**src/rtl/systolic_result_reader_pkg.sv**
```systemverilog
// Shared sizes, row/tag types and reader FSM states for the result-SRAM reader.
package systolic_pkg;

  localparam int ARRAY_SIZE = 16;
  localparam int NUM_SETS   = 2;
  localparam int ACC_W      = 32;
  localparam int OUT_W      = 16;
  localparam int ADDR_W     = $clog2(NUM_SETS * ARRAY_SIZE);
  localparam int IDX_W      = $clog2(ARRAY_SIZE);
  localparam int SET_W      = (NUM_SETS > 1) ? $clog2(NUM_SETS) : 1;
  localparam int ROW_W      = ARRAY_SIZE * OUT_W;

  typedef enum logic [1:0] {
    ST_IDLE  = 2'd0,
    ST_READ  = 2'd1,
    ST_DRAIN = 2'd2,
    ST_DONE  = 2'd3
  } reader_state_e;

  typedef struct packed {
    logic             last;
    logic [SET_W-1:0] set;
    logic [IDX_W-1:0] index;
  } row_tag_t;

  typedef struct packed {
    row_tag_t         tag;
    logic [ROW_W-1:0] data;
  } row_t;

endpackage

```
**src/rtl/systolic_result_reader_if.sv**
```systemverilog
// Valid/ready result-row stream; master is the reader, slave is the host/DMA side.
interface systolic_result_reader_if;
  import systolic_pkg::*;

  logic             out_valid;
  logic             out_ready;
  logic [ROW_W-1:0] out_data;
  logic [SET_W-1:0] out_set;
  logic [IDX_W-1:0] out_index;
  logic             out_last;

  modport master (
    output out_valid, out_data, out_set, out_index, out_last,
    input  out_ready
  );

  modport slave (
    input  out_valid, out_data, out_set, out_index, out_last,
    output out_ready
  );

endinterface

```
**src/rtl/systolic_result_reader_fifo.sv**
```systemverilog
// Two-entry synchronous FIFO of converted rows with tags; head is visible combinationally.
module systolic_out_fifo
  import systolic_pkg::*;
(
  input  logic       clk,
  input  logic       srst,
  input  logic       push_i,
  input  row_t       push_dat_i,
  input  logic       pop_i,
  output row_t       pop_dat_o,
  output logic [1:0] count_o,
  output logic       empty_o,
  output logic       full_o
);

  row_t       mem_q [2];
  logic       wr_ptr_q, wr_ptr_d;
  logic       rd_ptr_q, rd_ptr_d;
  logic [1:0] count_q, count_d;
  logic       do_push, do_pop;

  assign do_pop  = pop_i && (count_q != 2'd0);
  assign do_push = push_i && ((count_q != 2'd2) || do_pop);

  always_comb begin
    wr_ptr_d = wr_ptr_q;
    rd_ptr_d = rd_ptr_q;
    count_d  = count_q;
    if (do_push) wr_ptr_d = ~wr_ptr_q;
    if (do_pop)  rd_ptr_d = ~rd_ptr_q;
    case ({do_push, do_pop})
      2'b10:   count_d = count_q + 2'd1;
      2'b01:   count_d = count_q - 2'd1;
      default: count_d = count_q;
    endcase
  end

  always_ff @(posedge clk) begin
    if (srst) begin
      mem_q[0] <= '0;
      mem_q[1] <= '0;
      wr_ptr_q <= 1'b0;
      rd_ptr_q <= 1'b0;
      count_q  <= 2'd0;
    end else begin
      if (do_push) mem_q[wr_ptr_q] <= push_dat_i;
      wr_ptr_q <= wr_ptr_d;
      rd_ptr_q <= rd_ptr_d;
      count_q  <= count_d;
    end
  end

  assign pop_dat_o = mem_q[rd_ptr_q];
  assign count_o   = count_q;
  assign empty_o   = (count_q == 2'd0);
  assign full_o    = (count_q == 2'd2);

endmodule

```
**src/rtl/systolic_result_reader.sv**
```systemverilog
// Drains all result-SRAM rows (set 0 then 1) over valid/ready after rd_start, one row per cycle.
// Build option RESULT_SAT_EN: lanes saturate to signed OUT_W instead of truncating.
module systolic_result_reader
  import systolic_pkg::*;
(
  input  logic                        clk,
  input  logic                        srst,
  input  logic                        rd_start,
  output logic                        busy,
  output logic                        sram_rd_en,
  output logic [ADDR_W-1:0]           sram_rd_addr,
  input  logic [ARRAY_SIZE*ACC_W-1:0] sram_rd_data,
  systolic_result_reader_if.master    out_if,
  output logic                        rd_done
);

  localparam logic [1:0] S_IDLE  = 2'(ST_IDLE);
  localparam logic [1:0] S_READ  = 2'(ST_READ);
  localparam logic [1:0] S_DRAIN = 2'(ST_DRAIN);
  localparam logic [1:0] S_DONE  = 2'(ST_DONE);
  localparam logic [ADDR_W-1:0] LAST_ADDR = ADDR_W'(NUM_SETS * ARRAY_SIZE - 1);

  logic [1:0]        state_q, state_d;
  logic [ADDR_W-1:0] addr_q, addr_d;
  logic              infl_q, infl_d;
  row_tag_t          infl_tag_q, infl_tag_d;

  row_t              fifo_in, fifo_head;
  logic [1:0]        fifo_count;
  logic              fifo_empty, fifo_full_unused;
  logic              pop;
  logic [2:0]        occ_after_pop;
  logic [ROW_W-1:0]  conv_row;

  for (genvar i = 0; i < ARRAY_SIZE; i++) begin : g_lane
    logic [ACC_W-1:0] lane;
    logic [OUT_W-1:0] lane_out;
    assign lane = sram_rd_data[i*ACC_W +: ACC_W];
`ifdef RESULT_SAT_EN
    // In range exactly when every bit from the OUT_W sign bit upward matches.
    logic [ACC_W-OUT_W:0] lane_hi;
    assign lane_hi  = lane[ACC_W-1:OUT_W-1];
    assign lane_out = (&lane_hi || ~|lane_hi) ? lane[OUT_W-1:0] :
                      lane[ACC_W-1] ? {1'b1, {(OUT_W-1){1'b0}}} :
                                      {1'b0, {(OUT_W-1){1'b1}}};
`else
    logic lane_hi_unused;
    assign lane_hi_unused = ^lane[ACC_W-1:OUT_W];
    assign lane_out       = lane[OUT_W-1:0];
`endif
    assign conv_row[i*OUT_W +: OUT_W] = lane_out;
  end

  // Credit counts the slot freed by this cycle's pop so a steady stream runs at one row per cycle.
  assign pop           = !fifo_empty && out_if.out_ready;
  assign occ_after_pop = 3'(fifo_count) + 3'(infl_q) - 3'(pop);
  assign sram_rd_en    = (state_q == S_READ) && (occ_after_pop < 3'd2);
  assign sram_rd_addr  = addr_q;
  assign busy          = (state_q != S_IDLE);
  assign rd_done       = (state_q == S_DONE);

  always_comb begin
    state_d    = state_q;
    addr_d     = addr_q;
    infl_d     = sram_rd_en;
    infl_tag_d = infl_tag_q;
    if (sram_rd_en) begin
      addr_d           = addr_q + ADDR_W'(1);
      infl_tag_d.last  = (addr_q == LAST_ADDR);
      infl_tag_d.set   = addr_q[IDX_W +: SET_W];
      infl_tag_d.index = addr_q[IDX_W-1:0];
    end
    case (state_q)
      S_IDLE: begin
        if (rd_start) begin
          state_d = S_READ;
          addr_d  = '0;
        end
      end
      S_READ:  if (sram_rd_en && (addr_q == LAST_ADDR)) state_d = S_DRAIN;
      S_DRAIN: if (occ_after_pop == 3'd0) state_d = S_DONE;
      S_DONE:  state_d = S_IDLE;
      default: state_d = S_IDLE;
    endcase
  end

  always_ff @(posedge clk) begin
    if (srst) begin
      state_q    <= S_IDLE;
      addr_q     <= '0;
      infl_q     <= 1'b0;
      infl_tag_q <= '0;
    end else begin
      state_q    <= state_d;
      addr_q     <= addr_d;
      infl_q     <= infl_d;
      infl_tag_q <= infl_tag_d;
    end
  end

  assign fifo_in.tag  = infl_tag_q;
  assign fifo_in.data = conv_row;

  systolic_out_fifo u_fifo (
    .clk        (clk),
    .srst       (srst),
    .push_i     (infl_q),
    .push_dat_i (fifo_in),
    .pop_i      (pop),
    .pop_dat_o  (fifo_head),
    .count_o    (fifo_count),
    .empty_o    (fifo_empty),
    .full_o     (fifo_full_unused)
  );

  assign out_if.out_valid = !fifo_empty;
  assign out_if.out_data  = fifo_head.data;
  assign out_if.out_set   = fifo_head.tag.set;
  assign out_if.out_index = fifo_head.tag.index;
  assign out_if.out_last  = fifo_head.tag.last;

endmodule

```
**src/flat_wrapper.sv**
```systemverilog
// flat-port wrapper written by rule: the top's interface ports become plain ports
module systolic_result_reader_flat import systolic_pkg::*;
  (clk, srst, rd_start, busy, sram_rd_en, sram_rd_addr, sram_rd_data, rd_done, out_if_out_valid, out_if_out_data, out_if_out_set, out_if_out_index, out_if_out_last, out_if_out_ready);
  systolic_result_reader_if out_if_i ();
  input  logic clk;
  input  logic srst;
  input  logic rd_start;
  output logic busy;
  output logic sram_rd_en;
  output logic [ADDR_W-1:0] sram_rd_addr;
  input  logic [ARRAY_SIZE*ACC_W-1:0] sram_rd_data;
  output logic rd_done;
  output wire logic [$bits(out_if_i.out_valid)-1:0] out_if_out_valid;
  output wire logic [$bits(out_if_i.out_data)-1:0] out_if_out_data;
  output wire logic [$bits(out_if_i.out_set)-1:0] out_if_out_set;
  output wire logic [$bits(out_if_i.out_index)-1:0] out_if_out_index;
  output wire logic [$bits(out_if_i.out_last)-1:0] out_if_out_last;
  input wire logic [$bits(out_if_i.out_ready)-1:0] out_if_out_ready;
  assign out_if_out_valid = out_if_i.out_valid;
  assign out_if_out_data = out_if_i.out_data;
  assign out_if_out_set = out_if_i.out_set;
  assign out_if_out_index = out_if_i.out_index;
  assign out_if_out_last = out_if_i.out_last;
  assign out_if_i.out_ready = out_if_out_ready;
  systolic_result_reader u_core (.clk(clk), .srst(srst), .rd_start(rd_start), .busy(busy), .sram_rd_en(sram_rd_en), .sram_rd_addr(sram_rd_addr), .sram_rd_data(sram_rd_data), .out_if(out_if_i), .rd_done(rd_done));
endmodule
```
**config.mk**
```make
export PLATFORM = sky130hd
export DESIGN_NAME = systolic_result_reader_flat
export DESIGN_NICKNAME = d
export VERILOG_FILES = /design/src/rtl/systolic_result_reader_pkg.sv /design/src/rtl/systolic_result_reader_if.sv /design/src/rtl/systolic_result_reader_fifo.sv /design/src/rtl/systolic_result_reader.sv /design/src/flat_wrapper.sv
export SDC_FILE = /design/constraint.sdc
export NUM_CORES = 1
export LEC_CHECK = 0
export ABC_AREA = 1
export CAP_MARGIN = 20
export CORE_AREA = 2 2 307 309
export DETAILED_ROUTE_END_ITERATION = 7
export DIE_AREA = 0 0 309 311
export GPL_TIMING_DRIVEN = 1
export SLEW_MARGIN = 20
export SYNTH_ARGS = -nofsm -noshare
export SYNTH_HDL_FRONTEND = slang
export SYNTH_HIERARCHICAL = 1
export SYNTH_SLANG_ARGS = --single-unit
```
**constraint.sdc**
```tcl
create_clock -name clk -period 10.25 [get_ports clk]
set_clock_uncertainty 0.15 [all_clocks]
set_input_delay 1.025 -clock clk [delete_from_list [all_inputs] [get_ports clk]]
set_output_delay 1.025 -clock clk [all_outputs]
set_load 0.005 [all_outputs]
```
# Word-level counts from Yosys, hierarchy flattened
# Memory sizes are Yosys's and may differ from the RTL's. A register that Yosys moved wholly into a read port is not among the register bits.
# Cells that the tools add are included.
# word_totals
register_bits,18
wordCells,61
n_memories,1
ram_bits,524
inputBits,516
# memory_table
name,words,word_bits,read_ports,rd_clocked_by_memory_dff,wr,line_no,source
u_core.u_fifo.mem_q,2,262,1,1,2,systolic_result_reader_fifo.sv:16,row_t mem_q [2];
# op_classes
order_cmp,1
addsub,5
n_reduce_logical,15
n_eq_ne,10
bitwise,2
mux,18
# op_table
cell,count
$mux W262,1
$reduce_or A262 Y1,1
$mux W5,3
$mux W1,9
$pmux W2 S4,1
$eq A2 B2 Y1 const B,3
$mux W2,3
$ne A2 B2 Y1 const B,3
$reduce_bool A2 Y1,3
$add A5 B1 Y5 const B,1
$eq A5 B5 Y1 const B,1
$logic_and A1 B1 Y1,5
$eq A2 B1 Y1 const B,2
$logic_not A2 Y1,2
$pmux W2 S2,1
$add A2 B1 Y3,1
$logic_not A3 Y1,1
$lt A3 B2 Y1 const B,1
$reduce_and A3 Y1,1
$sub A3 B1 Y3,1
$add A2 B1 Y2 const B,1
$ne A2 B1 Y1 const B,1
$not A1 Y1,2
$sub A2 B1 Y2 const B,1
other kinds (2),2

# Longest topological paths before layout
# Gate-level depths: netlist (run 1).
# logic_depth
word_depth,11
mapped_depth,16
ltp_nobuf,16

# Modules after synthesis
# The synthesis (run 1) kept the hierarchy.
# modules_own_cells
module,cells_per_inst,instances,seq_area_each_um2,area_each_um2
systolic_out_fifo,1701,1,15835.2,24577.3
systolic_result_reader,99,1,280.3,790.8

# Worst setup path after synthesis (run 1)
# Ideal clock, no wire load.
# synth_path
path_type,in2reg
startpoint,input port out_if_out_ready
endpoint,"memory u_core/u_fifo/mem_q[1][0] (netlist name), enable pin"
cell_stages,9
n_path_buf,3
arrival_ns,7.562
setup_slack_ns,1.903
path_cell_list,inv_1 nor2_1 inv_1 nand2_2 nand4_1 buf_2 buf_6 buf_6 nand2_1
# synth_lines
item,line_no,source
start: declaration,flat_wrapper.sv:18,input wire logic [$bits(out_if_i.out_ready)-1:0] out_if_out_ready;
end: declaration,systolic_result_reader_fifo.sv:16,

==> results.md, run 1 <==
- The number of nets handed over by synthesis was 2326.
- Data on the critical path is required at its endpoint by 9080 ps.
- At the end of routability-driven placement, the weighted congestion stood at 0.753.
- Setup violations remaining at the end of the flow were counted as 0.
- The global-route track usage on met2 is 0.206.
- After synthesis, the netlist uses 30 different library cells.
- The biggest cell delay along the critical path is 860 ps.
- In this run the core area contains 112 standard-cell rows.
- Summing over every cut layer, the via total after detailed routing is 14839.
- The die covers 96100 sq um.
- The later-pin clock latency in the skew report is 600 ps.
- The sum of overflow across all layers after global routing is 0.
- Counting flops and latches in the post-synthesis netlist gives 543.
- The effective utilization at floorplan is 0.273.
- After clock tree synthesis, the repair step resized 0 gates.
- The share of total power dissipated in the clock network is 0.382.
- The critical path capture point type is an output pin.
- The clock passes through at most 3 buffers.
- The max-capacitance violation count is 0.
- Across every metal layer, demand over resource in global routing totals 0.128.
- The worst pin sits at a relative slew slack of 0.267.
- The first-pass GRT wire length is 94000 um.
- The startpoint class of the critical path is a register.
- Measured along the x axis, the die boundary spans 309 um.
- For the final routed database, the setup TNS stands at 0 ps.
- Of the total power, the share spent switching nets is 0.245.
- Traced cell by cell, the critical path runs through buf_4, buf_4, mux2_2, clkdlybuf4s50_1.
- Of the total synthesized cell area, the portion taken by AND, OR, NAND and NOR gates is 0.160.
- The number of cells in the finished layout apart from fillers is 3635.
- The tree built by TritonCTS fans out to 543 sinks.
- The share of the clock period used by the worst path after layout is 0.507.
- After detailed routing, the number of vias per cell comes to 4.08.
- The mux cell area share after synthesis is 0.116.
- The number of buffers added to fix hold violations after cts is 0.
- The post-CTS clock slew at the launch and capture registers of the worst setup and hold paths is 60 ps.
- The static leakage is 12.7 nW.
- The complex-gate fraction of the synthesized area came to 0.00587.
- The final number of hold-violating endpoints is 0.
- The number of slew-limit violations in the final report came to 0.
- Detailed placement finished with a half-perimeter wire length of 40200 um.
- Port buffering added 530 buffers.
- The synthesized instance count is 1800.
- The setup path with the least slack is of type register to output pin.
- The total I/O pin count is 787.
- The height of the die is 311 um.
- The most numerous cell on the critical path is sky130_fd_sc_hd__buf_4.
- The area of all placed cells without fillers is 33800 sq um.
- The detailed router finished its first iteration with 694 violations.
- IR analysis of the VDD net gives a maximum drop of 0.116 mV.
- The pin count of the biggest net entering global routing is 143.
- The CTS tree is built.
- The data arrival time of the worst path is 4020 ps.
- After detailed placement, the design holds a cell count of 3514.
- The path class of the tightest hold or removal check is register to register.
- In the global route stage, met1 resource usage came out at 0.159.
- The depth of the most critical reg-to-reg path is 11.
- Counting the fill cells in the layout gives 8897.
- For the pin with the worst max-slew slack, the measured transition is 1100 ps.
- The Yosys warning count is 6.
- Of the cells placed in the final design, the portion with a size suffix greater than 1 is 0.302.
- Hold timing on the final database bottoms out at a slack of 318 ps.
- The initial antenna violation count is 9.
- Timing would allow up to 193 MHz.
- The level count of the clock H-tree is 3.
- After synthesis, the largest family of logic cells by area is simple AND/OR/NAND/NOR gates.
- The growth of design area from synthesis to finish is 33.3%.
- Post-CTS timing repair inserted 0 buffers for setup.
- The sequential cell area in the final layout is 16100 sq um.
- After detailed routing, the number of remaining DRC violations is 0.
- The run finished with clean final reports.
- For the finished layout, the period the worst path requires is 5190 ps.
- The largest individual stage delay along the critical path comes from the cell sky130_fd_sc_hd__buf_4.
- Of the total power, registers draw 0.441.
- In the global route stage, met3 resource usage came out at 0.0471.
- In this run the power spent charging and discharging nets is 0.00151 W.
- The xor-xnor portion of the synthesized cell area is 0.000345.
- The number of nets with antenna violations after routing is 0.
- The mapped netlist covers 25400 sq um.
- The worst hold path depth is 2.
- The share of the Yosys chip area taken by registers is 0.635.
- The via count of the first global-routing pass is 15807.
- Summing all placed instances gives a cell area of 31600 sq um.
- The routed wirelength normalized by instance count is 17.2 um.
- The total area inside the core boundary comes to 92800 sq um.
- Once layout is complete, the utilization of the core stands at 0.365.
- The routed wire length is 62400 um.
- The net count of the finished layout is 2856.
- For this design the ratio of total power to cell area is 183 nW/um^2.
- The global routing stage identified its most utilized layer as met2.
- Setup repair after global routing left no endpoint under its margin.
- The internal portion of the total power is 0.00468 W.
- Buffers inserted during clock tree synthesis total 67.
- Of the total synthesized cell area, the portion taken by full adders, half adders and majority gates is 0.00523.
- Before antenna repair, the detailed router went through 5 iterations.
- In this run the clock root is driven by a sky130_fd_sc_hd__clkbuf_16.
- Of the total power, combinational logic draws 0.177.
- The top fanout value on the critical path is 68.
- The average cell area after synthesis is 14.1 sq um.
- The combined area of the multi-input logic cells is 7330 sq um.
registers in the layout, summed over array words and instances (netlist names), named ones only:
name,cells
u_core/state_q,2
u_core/sram_rd_addr,5
u_core/infl_q,1
u_core/u_fifo/wr_ptr_q,1
u_core/u_fifo/rd_ptr_q,1
u_core/u_fifo/count_o,2
u_core/u_fifo/mem_q,524
u_core/fifo_in,6
final cells by class:
| class | count | share of cell area |
|---|---|---|
| repair buffers | 549 | 0.163 |
| flip-flops and latches | 543 | 0.477 |
| clock inverters | 29 | 0.00869 |
| inverters | 291 | 0.0324 |
| clock buffers | 88 | 0.0563 |
| diodes | 3 | 0.000222 |
| well taps | 1254 | 0.0464 |
| multi-input cells | 878 | 0.217 |
power groups by stage:
stage          Clock (W)  Combinational (W)  Sequential [W]
6_report         0.00236            0.00110         0.00273
5_1_grt          0.00253            0.00119         0.00275
4_1_cts          0.00245            0.00112         0.00273
2_1_floorplan          0           0.000587         0.00280
3_3_place_gp           0            0.00110         0.00276
3_5_place_dp           0            0.00111         0.00278
placed cells by master, fill, tap and decap left out, types with 2 or more instances in the layout:
master                            count
sky130_fd_sc_hd__a21oi_1             15
sky130_fd_sc_hd__buf_12               3
sky130_fd_sc_hd__buf_4               15
sky130_fd_sc_hd__bufinv_16            6
sky130_fd_sc_hd__clkbuf_1            13
sky130_fd_sc_hd__clkbuf_16           73
sky130_fd_sc_hd__clkbuf_8             2
sky130_fd_sc_hd__clkdlybuf4s50_1    530
sky130_fd_sc_hd__clkinv_1            12
sky130_fd_sc_hd__clkinv_2             6
sky130_fd_sc_hd__clkinvlp_4           4
sky130_fd_sc_hd__dfxtp_1             18
sky130_fd_sc_hd__diode_2              3
sky130_fd_sc_hd__edfxtp_1           524
sky130_fd_sc_hd__ha_1                 9
sky130_fd_sc_hd__inv_1              287
sky130_fd_sc_hd__inv_2                3
sky130_fd_sc_hd__mux2_2             262
sky130_fd_sc_hd__nand2_1             20
sky130_fd_sc_hd__nand2_2              5
sky130_fd_sc_hd__nand2_4              2
sky130_fd_sc_hd__nand3_1              9
sky130_fd_sc_hd__nand4_1              2
sky130_fd_sc_hd__nor2_1             208
sky130_fd_sc_hd__nor2_2             128
sky130_fd_sc_hd__nor2_4             201
sky130_fd_sc_hd__o21ai_0              6
sky130_fd_sc_hd__o21ai_1              2
synthesized netlist by cell type:
cell / instances / area share
sky130_fd_sc_hd__nand2_1: 22 / 0.0033
sky130_fd_sc_hd__xor2_1: 1 / 0.00035
sky130_fd_sc_hd__buf_2: 50 / 0.0099
sky130_fd_sc_hd__nor2_2: 128 / 0.032
sky130_fd_sc_hd__o21ai_1: 2 / 0.00039
sky130_fd_sc_hd__fa_1: 1 / 0.00079
sky130_fd_sc_hd__a21oi_1: 15 / 0.0030
sky130_fd_sc_hd__nand3_1: 9 / 0.0018
sky130_fd_sc_hd__inv_1: 287 / 0.042
sky130_fd_sc_hd__inv_2: 3 / 0.00044
sky130_fd_sc_hd__nand4_1: 2 / 0.00049
sky130_fd_sc_hd__buf_6: 17 / 0.0075
sky130_fd_sc_hd__o21ai_0: 6 / 0.0012
sky130_fd_sc_hd__edfxtp_1: 524 / 0.62
sky130_fd_sc_hd__buf_12: 19 / 0.015
sky130_fd_sc_hd__nand2_2: 5 / 0.0012
sky130_fd_sc_hd__mux2_2: 262 / 0.12
sky130_fd_sc_hd__a21oi_4: 1 / 0.00064
sky130_fd_sc_hd__nand3_2: 1 / 0.00039
sky130_fd_sc_hd__ha_1: 9 / 0.0044
sky130_fd_sc_hd__nor2_4: 201 / 0.089
sky130_fd_sc_hd__inv_4: 1 / 0.00025
sky130_fd_sc_hd__nand2_4: 1 / 0.00044
sky130_fd_sc_hd__and2_1: 1 / 0.00025
sky130_fd_sc_hd__a31oi_1: 1 / 0.00025
sky130_fd_sc_hd__dfxtp_1: 19 / 0.015
sky130_fd_sc_hd__nand4_4: 1 / 0.00084
sky130_fd_sc_hd__buf_8: 2 / 0.0012
sky130_fd_sc_hd__nor2_1: 208 / 0.031
sky130_fd_sc_hd__o21bai_2: 1 / 0.00044
routing by layer:
metal | routed length, um | up-vias
li1 | - | 7052
met1 | 26400 | 7263
met2 | 29400 | 414
met3 | 5070 | 100
met4 | 1490 | 10
met5 | 70 | -
worst max-delay path: cells and delay by family (launching register included):
family	cells	cell delay, ps
buffers and inverters	3	2170
DFF	1	580
muxes	1	410
path summary, 6_finish.rpt:
kind,start,endpoint,slack [ps]
worst min register to register,u_core/u_fifo/rd_ptr_q$_SDFFE_PP0P_,register,320
worst min-delay path,u_core/u_fifo/rd_ptr_q$_SDFFE_PP0P_,register,320
worst max register to register,u_core/u_fifo/count_o[1]$_SDFFE_PP0P_,u_core/u_fifo/mem_q[0][158]$_SDFFCE_PN0P_,5840
worst max-delay path,register,out_if_out_data[190],5060
logic make-up after synthesis:
logic type               after synthesis
AO/OA/AOI/OAI                         26
flip-flops                           543
multiplexers                         262
XOR/XNOR                               1
adder cells (fa/ha/maj)               10
buffers and inverters                379
AND/OR/NAND/NOR                      579
per-stage QoR:
stage / setup WS (ps) / total power [W]
floorplan: 1900 / 0.00339
global placement: 5100 / 0.00387
detailed placement: 5040 / 0.00389
CTS: 4910 / 0.00631
global route: 4800 / 0.00647
finish: 5060 / 0.00619
Power figures use the tool's default switching activity.
==> run 2, diff against run 1 <==
Clock period 10.25 ns to 5.2 ns, I/O delays scaled along.
==> run 2 against run 1 <==
  * First-iteration DRC count increased by 25%
  * Hold slack about the same
  * Via count increased by 0.65%
  * Global-route usage increased by 0.48 points
  * Register-to-register slack got worse by 4100 ps
  * Largest cell class unchanged
  * Largest power group unchanged
==> results.md, run 2 (synthesis results as in run 1) <==
- The net switching power is 0.00299 W (+98%).
- The number of buffers inserted to repair setup after CTS came to 0 (unchanged).
- The data arrival time of the worst path is 3810 ps (-210 ps).
- The total track usage is 0.132 (+0.00481).
- The total I/O pin count is 787 (unchanged).
- The required time of the worst setup path is 4530 ps (-4550 ps).
- The die area is 96100 sq um (unchanged).
- The most numerous cell on the critical path is sky130_fd_sc_hd__inv_1.
- The biggest cell delay along the critical path came to 610 ps (-250 ps).
- The power share of the clock group is 0.365 (-0.017).
- The worst hold slack came to 318 ps (+0.0470 ps).
- The library cells used most frequently in the layout, excluding fill and tap cells, are sky130_fd_sc_hd__clkdlybuf4s50_1 (530), sky130_fd_sc_hd__edfxtp_1 (524), sky130_fd_sc_hd__inv_1 (287).
- The slew at the pin closest to its max-slew limit was 1230 ps (+129 ps).
- The power density over the cells was 352 nW/um^2 (+92%).
- The final number of hold-violating endpoints is 0 (unchanged).
- The via count of the first global-routing pass came to 15834 (+0.17%).
- The number of slew-limit violations in the final report was 0 (unchanged).
- The number of buffers added to fix hold violations after cts is 0 (unchanged).
- The violation count after the first detailed-route iteration came to 865 (+25%).
- The start-to-end type of the worst setup path is register to output pin.
- The later-pin clock latency in the skew report is 600 ps (about the same).
- The worst ir drop on vdd was 0.178 mV (+53%).
- The final standard cell utilization of the core came to 0.365 (+0.000431).
- The share of post-route cells with drive strength above 1 is 0.304 (+0.00141).
- The growth of design area from synthesis to finish is 33.5%.
- The post-CTS clock slew at the launch and capture registers of the worst setup and hold paths is 60 ps (about the same).
- Leaving out fill and tap cells, the most frequent cell in the layout is sky130_fd_sc_hd__clkdlybuf4s50_1.
- The achievable clock frequency is 223 MHz.
- The family of cells with the greatest summed delay on the critical path is adder cells.
- The setup violation total in the final timing report is 0 (unchanged).
- The initial antenna violation count is 11 (+2).
- The global placement routability congestion is 0.771 (+2.4%).
- The number of buffers on the longest clock path was 3 (unchanged).
- The worst setup path is launched from a register.
- The sum of overflow across all layers after global routing was 0 (unchanged).
- The internal cell power was 0.00893 W (+91%).
- Setup repair after global routing left no endpoint under its margin.
- The number of buffers added by the clock tree synthesis step is 66 (-1.5%).
- The max-capacitance violation count is 0 (unchanged).
- For this design, the slowest cell found on the critical path is sky130_fd_sc_hd__fa_1.
- The level count of the clock H-tree was 3 (unchanged).
- The fraction of power spent switching nets came to 0.251 (+0.00628).
- The routed wire length came to 64600 um (+3.5%).
- The detailed-router iteration count before antenna repair is 5 (unchanged).
- The signal on the critical path passes through inv_1, nand2_1, inv_1, nor2_1, ha_1, inv_1, ha_1, inv_1, fa_1, nand4_4, inv_4, clkdlybuf4s50_1.
- The sum of negative setup slack is 0 ps (unchanged).
- The first-pass GRT wire length is 96400 um (+2.6%).
- The effective utilization at floorplan is 0.273 (unchanged).
- The root buffer cell chosen for the clock tree is sky130_fd_sc_hd__clkbuf_16.
- The worst setup path is captured at an output pin.
- The number of nets with antenna violations after routing was 0 (unchanged).
- The static leakage is 12.7 nW (+0.22%).
- The core outline area came to 92800 sq um (unchanged).
- The worst hold-check path type is register to register.
- The final net count is 2868 (+0.42%).
- The pin count of the biggest net entering global routing is 150 (+4.9%).
- The launch point of the critical path is u_core/u_fifo/count_o[1]$_SDFFE_PP0P_.
- The routed wirelength normalized by instance count is 17.7 um (+3.2%).
- The number of gates resized after CTS is 0 (unchanged).
- The number of vias per cell after detailed routing is 4.10 (+0.34%).
- The number of buffer and inverter stages on the critical path is 6 (+3).
- The worst register-to-register path begins at u_core/u_fifo/count_o[1]$_SDFFE_PP0P_.
- The CTS tree is built.
- The count of port buffers added during placement is 530 (unchanged).
- The top fanout value on the critical path is 14 (-79%).
- The number of flip-flops under the largest register name is 524 (unchanged).
- The height of the die is 311 um (unchanged).
- Of the available clock period, the critical path in the final layout requires 0.862.
- The smallest clock period supported by the final layout is computed as 4480 ps.
- The horizontal die dimension was 309 um (unchanged).
- The combinational share of power is 0.185 (+0.008).
- The flow ran to the end, and the final reports show no timing, DRC or antenna violations.
- The sequential group share of total power is 0.451 (+0.010).
- The count of vias placed by the detailed router is 14935 (+0.65%).
- The relative max-transition margin is 0.181 (-0.0859).
- The number of rows in the core area came to 112 (unchanged).
- The worst hold path startpoint is u_core/fifo_in[258]$_SDFFE_PP0P_.
- The number of remaining DRC errors is 0 (unchanged).
- The total half-perimeter wirelength after legalization and detailed placement came to 43500 um (+8.0%).
- The register bank with the most flops is u_core/u_fifo/mem_q.
- The sink count of the clock tree is 543 (unchanged).
## run 2: final timing paths
path	end	depth (start not counted)	slack (ps)
max	sram_rd_en	12	720
min	u_core/fifo_in[258]$_SDFFE_PP0P_	2	320
max reg2reg	u_core/u_fifo/mem_q[0][161]$_SDFFCE_PN0P_	11	1710
min reg2reg	u_core/fifo_in[258]$_SDFFE_PP0P_	2	320
## run 2: power groups by stage
stage,Combinational [W],Sequential (W),Clock (W)
global route,0.00238,0.00542,0.00467
detailed placement,0.00223,0.00547,0
CTS,0.00225,0.00538,0.00451
global placement,0.00221,0.00545,0
floorplan,0.00116,0.00545,0
finish,0.00220,0.00538,0.00435
## run 2: worst min-delay path, delay by kind of cell, from the launching register on
family          cells  cell delay [ps]
compound gates      1               50
flops               1              310
simple gates        1               60
## run 2: routing by layer
metal | part of all wire | track usage | vias to the layer above
met5 | 0.00099 | 0 | -
met4 | 0.019 | 0.0395 | 10
met3 | 0.085 | 0.0442 | 80
met2 | 0.47 | 0.214 | 457
met1 | 0.42 | 0.168 | 7327
li1 | - | - | 7061
## run 2: cell type report
cell class	instances	area (sq um)
antenna	2	5.00
clock buffer	84	1780
clock inverter	32	236
fill	8960	58900
inverter	291	1090
multi-input combinational	878	7350
sequential	543	16100
tap	1254	1570
timing repair buffer	562	5710
## run 2: stage by stage
| step | cell area [sq um] | power (W) | std cells | setup slack (ps) |
|---|---|---|---|---|
| after global placement | 31800 | 0.00766 | 3528 | 1030 |
| after global routing | 33900 | 0.0125 | 3644 | 497 |
| after floorplan | 25400 | 0.00661 | 1800 | 1270 |
| final | 33900 | 0.0119 | 3646 | 720 |
| after CTS | 33900 | 0.0121 | 3644 | 674 |
| after detailed placement | 31800 | 0.00771 | 3528 | 1030 |
==> run 3, diff against run 2 <==
Settings changed: SLEW_MARGIN 20 to 25.
==> run 3 against run 2 <==
  * Power about the same
  * Count of clock-buffer cells in the layout unchanged
  * Sequential power barely moved
  * Maximum frequency decreased by 0.12%
  * Combinational power about the same
  * Worst setup slack got worse by 5.3 ps
  * Critical path depth did not move
  * Global-route usage stayed put
  * Flip-flop and latch count unchanged
  * Register-to-register slack about the same
  * Via count fell by 0.15%
  * Largest power group unchanged
==> results.md, run 3 (synthesis results as in run 1) <==
- The flow ran to the end, and the final reports show no timing, DRC or antenna violations.
- The total half-perimeter wirelength after legalization and detailed placement came to 43500 um (unchanged).
- The start-to-end type of the worst setup path is register to output pin.
- The violation count after the first detailed-route iteration is 889 (+2.8%).
- The sink count of the clock tree was 543 (unchanged).
- The share of the clock period used by the worst path after layout is 0.863 (+0.00103).
- The endpoint of the most critical register-to-register path is u_core/u_fifo/mem_q[0][161]$_SDFFCE_PN0P_.
- The top fanout value on the critical path was 14 (unchanged).
- The effective utilization at floorplan is 0.273 (unchanged).
- The sum of negative setup slack came to 0 ps (unchanged).
- The first-pass GRT wire length came to 96400 um (unchanged).
- The final critical delay including setup and external delays was 4490 ps (+5.34 ps).
- The combinational share of power is 0.185 (about the same).
- The number of buffers added to fix hold violations after cts is 0 (unchanged).
- The sum of overflow across all layers after global routing came to 0 (unchanged).
- The later-pin clock latency in the skew report was 600 ps (about the same).
- The power density over the cells is 352 nW/um^2 (about the same).
- The number of remaining DRC errors came to 0 (unchanged).
- The number of vias per cell after detailed routing was 4.09 (-0.20%).
- The number of buffers inserted to repair setup after CTS is 0 (unchanged).
- The routed wirelength normalized by instance count came to 17.7 um (+0.12%).
- The most critical setup path has its endpoint at sram_rd_en.
- Setup repair after global routing left no endpoint under its margin.
- The final net count is 2869 (+0.035%).
- The count of vias placed by the detailed router is 14913 (-0.15%).
- The internal cell power is 0.00894 W (about the same).
- The buffer cell driving the clock tree root is sky130_fd_sc_hd__clkbuf_16.
- The achievable clock frequency is 223 MHz (-0.12%).
- The number of rows in the core area is 112 (unchanged).
- The number of cells in the finished layout apart from fillers is 3648 (+0.055%).
- The die area is 96100 sq um (unchanged).
- The core outline area is 92800 sq um (unchanged).
- The data arrival time of the worst path came to 3820 ps (about the same).
- The CTS tree is built.
- The startpoint class of the critical path is a register.
- The share of post-route cells with drive strength above 1 is 0.304 (about the same).
- The most critical setup path has its startpoint at u_core/u_fifo/count_o[1]$_SDFFE_PP0P_.
- The level count of the clock H-tree is 3 (unchanged).
- The setup violation total in the final timing report came to 0 (unchanged).
- The count of placed standard cells including taps came to 3528 (unchanged).
- The worst ir drop on vdd is 0.178 mV (+0.22%).
- The global placement routability congestion is 0.771 (unchanged).
- The min-delay analysis places its worst path in the category register to register.
- The final number of hold-violating endpoints came to 0 (unchanged).
- The depth of the most critical reg-to-reg path came to 11 (unchanged).
- The worst setup path is captured at an output pin.
- The power share of the clock group is 0.365 (about the same).
- The fraction of power spent switching nets is 0.251 (+0.000269).
- The top cell types in the final layout, fill and taps aside, are sky130_fd_sc_hd__clkdlybuf4s50_1 (530), sky130_fd_sc_hd__edfxtp_1 (524), sky130_fd_sc_hd__inv_1 (287).
- The library cell used most frequently in the layout, excluding fill and tap cells, is sky130_fd_sc_hd__clkdlybuf4s50_1.
- The height of the die came to 311 um (unchanged).
- The number of slew-limit violations in the final report came to 0 (unchanged).
- The number of buffers added by the clock tree synthesis step is 66 (unchanged).
- The routed wire length is 64700 um (+0.18%).
- The number of buffers on the longest clock path was 3 (unchanged).
- The pin count of the biggest net entering global routing is 150 (unchanged).
- The slack of the worst reg-to-reg path is 1710 ps (about the same).
- The count of port buffers added during placement is 530 (unchanged).
- The horizontal die dimension came to 309 um (unchanged).
- The via count of the first global-routing pass was 15834 (unchanged).
- The post-CTS clock slew at the launch and capture registers of the worst setup and hold paths is 60 ps (about the same).
- The startpoint identified for the worst register-to-register timing path is u_core/u_fifo/count_o[1]$_SDFFE_PP0P_.
- The sequential group share of total power came to 0.451 (about the same).
- The total I/O pin count came to 787 (unchanged).
- The net switching power is 0.00300 W (+0.15%).
- The initial antenna violation count came to 11 (unchanged).
- The register bank with the most flops is u_core/u_fifo/mem_q.
- The detailed-router iteration count before antenna repair is 5 (unchanged).
- The max-capacitance violation count is 0 (unchanged).
- The number of flip-flops under the largest register name is 524 (unchanged).
- The required time of the worst setup path was 4530 ps (about the same).
- The number of gates resized after CTS is 0 (unchanged).
- The growth of design area from synthesis to finish is 33.6% (about the same).
- The relative max-transition margin is 0.279 (+0.0978).
- The static leakage was 12.7 nW (+0.11%).
- The slew at the pin closest to its max-slew limit came to 1080 ps (-147 ps).
- The number of nets with antenna violations after routing came to 0 (unchanged).
- The total track usage was 0.132 (unchanged).
==> run 3: cell count changes in the layout (fill, tap and decap cells not counted), sizes merged <==
| cell | before | now |
|---|---|---|
| diode | 2 | 3 |
| buf | 32 | 33 |
==> run 3: worst max-delay path, stage by stage (launching register included) <==
cell and delay [ps]:
sky130_fd_sc_hd__dfxtp_1 530, sky130_fd_sc_hd__inv_1 90, sky130_fd_sc_hd__nand2_1 100, sky130_fd_sc_hd__inv_1 60
sky130_fd_sc_hd__nor2_1 310, sky130_fd_sc_hd__ha_1 300, sky130_fd_sc_hd__inv_1 50, sky130_fd_sc_hd__ha_1 130
sky130_fd_sc_hd__inv_1 50, sky130_fd_sc_hd__fa_1 610, sky130_fd_sc_hd__nand4_4 260, sky130_fd_sc_hd__inv_4 180
sky130_fd_sc_hd__clkdlybuf4s50_1 540
==> run 3: power by group through the flow <==
stage	Combinational, W	Sequential [W]	Clock [W]
5_1_grt	0.00238	0.00542	0.00467
3_3_place_gp	0.00221	0.00545	0
4_1_cts	0.00225	0.00538	0.00451
3_5_place_dp	0.00223	0.00547	0
2_1_floorplan	0.00116	0.00545	0
6_report	0.00220	0.00538	0.00435
==> run 3: layer usage <==
layer / track usage / routed length (um) / up-vias
met2: 0.214 / 30600 / 450
met3: 0.0442 / 5450 / 80
li1: - / - / 7071
met5: 0 / 64 / -
met1: 0.168 / 27400 / 7302
met4: 0.0395 / 1210 / 10
==> run 3: per-stage QoR <==
| stage | utilization | hold slack (ps) | setup WS [ps] | total power, W | instance area, sq um |
|---|---|---|---|---|---|
| global route | 0.365 | 334 | 497 | 0.0125 | 33900 |
| global placement | 0.343 | 303 | 1030 | 0.00766 | 31800 |
| CTS | 0.365 | 317 | 674 | 0.0121 | 33900 |
| floorplan | - | 287 | 1270 | 0.00661 | 25400 |
| detailed placement | 0.343 | 309 | 1030 | 0.00771 | 31800 |
| finish | 0.365 | 318 | 714 | 0.0119 | 33900 |
==> run 3: final cells by class <==
class                   count  area [sq um]
diodes                      3          7.51
fillers                  8958         58900
well taps                1254          1570
flip-flops and latches    543         16100
multi-input cells         878          7350
clock inverters            32           236
clock buffers              84          1780
repair buffers            563          5740
inverters                 291          1090
==> run 3: worst min path at each step <==
stage	from	to	slack, ps	cells past startpoint
after floorplan	u_core/fifo_in[256]$_SDFFE_PP0P_	u_core/fifo_in[256]$_SDFFE_PP0P_	290	2
after global placement	u_core/u_fifo/rd_ptr_q$_SDFFE_PP0P_	register	300	2
after detailed placement	u_core/fifo_in[258]$_SDFFE_PP0P_	u_core/fifo_in[258]$_SDFFE_PP0P_	310	2
after CTS	u_core/fifo_in[258]$_SDFFE_PP0P_	u_core/fifo_in[258]$_SDFFE_PP0P_	320	2
after global routing	u_core/fifo_in[256]$_SDFFE_PP0P_	u_core/fifo_in[256]$_SDFFE_PP0P_	330	2
final	u_core/fifo_in[258]$_SDFFE_PP0P_	u_core/fifo_in[258]$_SDFFE_PP0P_	320	2
